<file path="src/rtl/serial_add_ctrl.sv">
// Bit-serial add controller around an external 1-bit full adder.
// Ports: clk, rst_n; in_valid/in_ready + in_a, in_b, in_cin operands;
//   fa_a, fa_b, fa_cin to adder, fa_s, fa_cout from adder;
//   out_valid/out_ready + out_sum, out_cout, out_ovf result.
// Macro SERIAL_ADD_OVF_EN: register signed overflow on out_ovf
//   (undefined: out_ovf tied 0).
module serial_add_ctrl #(
  parameter int WIDTH = 8
) (
  input  logic             clk,
  input  logic             rst_n,
  input  logic             in_valid,
  output logic             in_ready,
  input  logic [WIDTH-1:0] in_a,
  input  logic [WIDTH-1:0] in_b,
  input  logic             in_cin,
  output logic             fa_a,
  output logic             fa_b,
  output logic             fa_cin,
  input  logic             fa_s,
  input  logic             fa_cout,
  output logic             out_valid,
  input  logic             out_ready,
  output logic [WIDTH-1:0] out_sum,
  output logic             out_cout,
  output logic             out_ovf
);

  localparam int CW = $clog2(WIDTH);

  typedef enum logic [1:0] {
    IDLE,
    RUN,
    DONE
  } state_t;

  state_t state;
  state_t state_nx;

  logic [WIDTH-1:0] sh_a;
  logic [WIDTH-1:0] sh_b;
  logic [WIDTH-1:0] sum_sr;
  logic [WIDTH-1:0] sum_nx;
  logic             carry;
  logic [CW-1:0]    cnt;
  logic             run;
  logic             last;
  logic             accept;

  assign run    = (state == RUN);
  assign last   = (cnt == CW'(WIDTH - 1));
  assign accept = (state == IDLE) && in_valid;

  assign in_ready  = (state == IDLE);
  assign out_valid = (state == DONE);

  assign fa_a   = run & sh_a[0];
  assign fa_b   = run & sh_b[0];
  assign fa_cin = run & carry;

  // New sum bit enters at the MSB; after WIDTH shifts
  // bit 0 of the result sits in sum_sr[0].
  assign sum_nx = (sum_sr >> 1)
                | {fa_s, {(WIDTH-1){1'b0}}};

  always_ff @(posedge clk or negedge rst_n) begin
    if (!rst_n) state <= IDLE;
    else        state <= state_nx;
  end

  always_comb begin
    state_nx = state;
    unique case (state)
      IDLE:    if (in_valid)  state_nx = RUN;
      RUN:     if (last)      state_nx = DONE;
      DONE:    if (out_ready) state_nx = IDLE;
      default:                state_nx = IDLE;
    endcase
  end

  always_ff @(posedge clk or negedge rst_n) begin
    if (!rst_n) begin
      sh_a     <= '0;
      sh_b     <= '0;
      sum_sr   <= '0;
      carry    <= 1'b0;
      cnt      <= '0;
      out_sum  <= '0;
      out_cout <= 1'b0;
    end else if (accept) begin
      sh_a  <= in_a;
      sh_b  <= in_b;
      carry <= in_cin;
      cnt   <= '0;
    end else if (run) begin
      sh_a   <= sh_a >> 1;
      sh_b   <= sh_b >> 1;
      sum_sr <= sum_nx;
      carry  <= fa_cout;
      cnt    <= cnt + CW'(1);
      if (last) begin
        out_sum  <= sum_nx;
        out_cout <= fa_cout;
      end
    end
  end

`ifdef SERIAL_ADD_OVF_EN
  // carry still holds the carry into the MSB on the last bit
  always_ff @(posedge clk or negedge rst_n) begin
    if (!rst_n)
      out_ovf <= 1'b0;
    else if (run && last)
      out_ovf <= carry ^ fa_cout;
  end
`else
  assign out_ovf = 1'b0;
`endif

endmodule

</file>
<file path="config.mk">
export PLATFORM = sky130hd
export DESIGN_NAME = serial_add_ctrl
export DESIGN_NICKNAME = d
export VERILOG_FILES = /design/src/rtl/serial_add_ctrl.sv
export SDC_FILE = /design/constraint.sdc
export NUM_CORES = 1
export LEC_CHECK = 0
export ABC_CLOCK_PERIOD_IN_PS = 1340
export BUFFER_PORTS_ARGS = -buffer_cell sky130_fd_sc_hd__buf_2
export CAP_MARGIN = 25
export CELL_PAD_IN_SITES_DETAIL_PLACEMENT = 1
export CELL_PAD_IN_SITES_GLOBAL_PLACEMENT = 1
export CORE_ASPECT_RATIO = 0.5
export CORE_MARGIN = 5
export CORE_UTILIZATION = 37
export CTS_CLUSTER_SIZE = 24
export DETAILED_ROUTE_END_ITERATION = 7
export PLACE_DENSITY = 0.7
export SLEW_MARGIN = 20
export SYNTH_ARGS = -nofsm -noshare
export SYNTH_HDL_FRONTEND = slang
export SYNTH_SLANG_ARGS = --single-unit
</file>
<file path="constraint.sdc">
create_clock -name clk -period 1.34 [get_ports clk]
set_input_delay 0.134 -clock clk [delete_from_list [all_inputs] [get_ports clk]]
set_output_delay 0.134 -clock clk [all_outputs]
set_load 0.05 [all_outputs]
</file>
==> qor.yml <==
comb_power_share: 0.511
cts_tree: "built"
hold_violations: 0
cp.arrival_ns: 1.20
p_seq_frac: 0.333
reg2reg_depth: 4
skew_ns: 0.00909
die_h_um: 57.7
synth_top_cell_by_area: "dfrtp_1"
setup_viol: 0
swShare: 0.419
via_per_inst: 5.24
place.gp.congestion: 0.742
clkPwrFrac: 0.156
area_growth_pct: 33.1
num_antenna_cells: 0
yosysMostFrequentCell: "dfrtp_1"
path_class: "flop to output port"
synth_cells: 153
hp-class: "input pin to flop"
core_area_mm2: 0.00440
clk_pin_slew_worst_paths_ns: 0.07
place_ws_ns: -0.0530
yosysWarningCount: 0
cp-start-kind: "flop"
p_per_area_mw_per_mm2: 2780
avgSynthCellArea_um2: 11.0
crit_family: "flip-flops"
startpoint: "state[1]$_DFFE_PN0P_"
whs_ns: 0.0513
drive_above_1_share: 0.403
start_util: 0.382
cp_data_required_time_ns: 1.21
fin_crit_ns: 1.33
power.switching_w: 0.00261
grt_util_all_layers: 0.147
dpl.hpwl_um: 2860
postRouteWirelength_um: 4230
syn_area_mm2: 0.00168
slowest_stage: "dfrtp_2"
clockRootBuffer: "clkbuf_8"
clock_path_buffers: 2
rrSetupSlack_ns: 0.02
synth_common_cells: "dfrtp_1 (38), o22ai_1 (28), nand2_1 (23)"
grt_pass1_wl_um: 7100
endpoint: "fa_b"
reg2reg_from: "cnt[1]$_DFFE_PN0P_"
htree_levels: 2
nets: 230
io_buffer_count: 36
drt_pre_antenna_iters: 4
hold_path.startpoint: "out_ready"
run_status: "finished clean"
cp_max_fo: 5
ant_nets: 0
p_leak_nw: 1.08
post-route-period-util: 0.996
clk_latency_ns: 0.29
async_flop_share: 1.00
irDropWorstVdd_mv: 0.682
route.detailed.drc: 0
first_iter_violations: 44
crit_chain: "nor2b_4 > and2_4 > buf_8"
p_int_w: 0.00362
cts.sinks: 38
yosys-top-cells-area: "dfrtp_1 (56%), o22ai_1 (10%), mux2_4 (8.0%)"
layout_setup_ws_ns: 0.00533
clock.fmax_mhz: 749
antenna_found_initial: 0
seq_area_frac_synth: 0.565
ios: 38
max_cap_viol_count: 0
syn-num-nets: 178
rsz0062_at_grt: "true"
grt-ovfl-total: 0
grt_max_degree: 39
ys_ff_latch: 38
rows: 17
die_x_um: 105
die_area_mm2: 0.00608
grt_pass1_vias: 1471
slew_viol_final: 0
synth_ff_type: "dfrtp_1"
end_kind: "output port"
worst-path-buf-inv: 1
cts_buffers: 5
synth_top_area_share: 0.565
yosysUniqueCellTypes: 25
r2r_end: "out_sum[7]$_DFFE_PN0P_"
vias: 1377
synth_edf_count: 0
cp.depth: 3
wire_per_inst_um: 16.1
slowest_delay_ns: 0.45
-- how the worst min path moves through the flow --
| stage | to | slack (ns) | cells past startpoint |
|---|---|---|---|
| after global routing | state[1]$_DFFE_PN0P_ | 0.04 | 2 |
| after global placement | sh_b[7]$_DFFE_PN0P_ | 0.21 | 2 |
| after CTS | state[1]$_DFFE_PN0P_ | 0.04 | 2 |
| after detailed placement | sh_b[7]$_DFFE_PN0P_ | 0.22 | 2 |
| after floorplan | carry$_DFFE_PN0P_ | -0.16 | 0 |
| final | state[1]$_DFFE_PN0P_ | 0.05 | 2 |
-- per-layer routing --
layer	global-route usage	up-vias	wire [µm]
met5	0	-	0
met4	0.0561	0	65
met3	0.0400	7	171
met2	0.244	23	2060
met1	0.186	690	1940
li1	-	657	-
-- cells in the final DEF, fill, tap and decap left out, drive strengths merged --
cell type | Yosys | final
buf | 10 | 54
dfrtp | 38 | 38
o22ai | 28 | 28
nand2 | 24 | 25
a21oi | 16 | 16
mux2 | 9 | 9
clkbuf | 1 | 7
o21ai | 5 | 5
nor2 | 5 | 5
and2 | 3 | 3
a22o | 2 | 2
inv | 2 | 2
nor2b | 2 | 2
nand2b | 2 | 2
ha | 2 | 2
o31ai | 1 | 1
nand3b | 1 | 1
o221a | 1 | 1
conb | 1 | 1
bufinv | 0 | 1
dlygate4sd3 | 0 | 1
-- power groups by stage --
stage | clock network, W | logic, W | registers (W)
floorplan | 0 | 0.00165 | 0.00242
finish | 0.000975 | 0.00318 | 0.00207
global route | 0.00105 | 0.00344 | 0.00214
CTS | 0.000997 | 0.00301 | 0.00207
detailed placement | 0 | 0.00275 | 0.00208
global placement | 0 | 0.00269 | 0.00205
-- timing repair --
action / 4_1_cts / 5_1_grt
buffers inserted: 1 / 3
gates cloned: 1 / 0
pin swaps: 1 / 3
hold buffers: 1 / 0
gates resized for setup: 16 / 12
endpoints found under the setup margin: 14 / 22
hold endpoints to repair: 38 / 0
-- layout make-up --
type / instances / area (µm²)
fillers: 499 / 2160
repair buffers: 55 / 383
inverters: 2 / 12.5
multi-input cells: 103 / 716
well taps: 57 / 71.3
clock buffers: 7 / 76.3
clock inverters: 1 / 30.0
flip-flops and latches: 38 / 952
-- logic make-up after synthesis --
| family | after synthesis | share of synthesized area |
|---|---|---|
| fa+ha+maj | 2 | 0.0149 |
| compound gates | 53 | 0.188 |
| mux | 9 | 0.0802 |
| buf+inv | 13 | 0.0446 |
| other cells | 1 | 0.00223 |
| simple gates | 37 | 0.106 |
| flops | 38 | 0.565 |
-- registers in the layout, indices dropped and copies added (netlist names) --
register  count
state         2
out_sum       8
sum_sr        7
cnt           3
carry         1
out_cout      1
sh_b          8
sh_a          8
-- through the flow --
| stage | cells | instance area, µm² | setup TNS, ns | total power, W | util |
|---|---|---|---|---|---|
| floorplan | 153 | 1690 | -0.0200 | 0.00407 | - |
| global placement | 249 | 1980 | -0.138 | 0.00474 | 0.450 |
| detailed placement | 249 | 1980 | -0.438 | 0.00483 | 0.450 |
| CTS | 260 | 2180 | -0.0237 | 0.00607 | 0.495 |
| global route | 263 | 2240 | -0.129 | 0.00664 | 0.509 |
| finish | 263 | 2240 | 0 | 0.00623 | 0.509 |
Power figures use the tool's default switching activity.
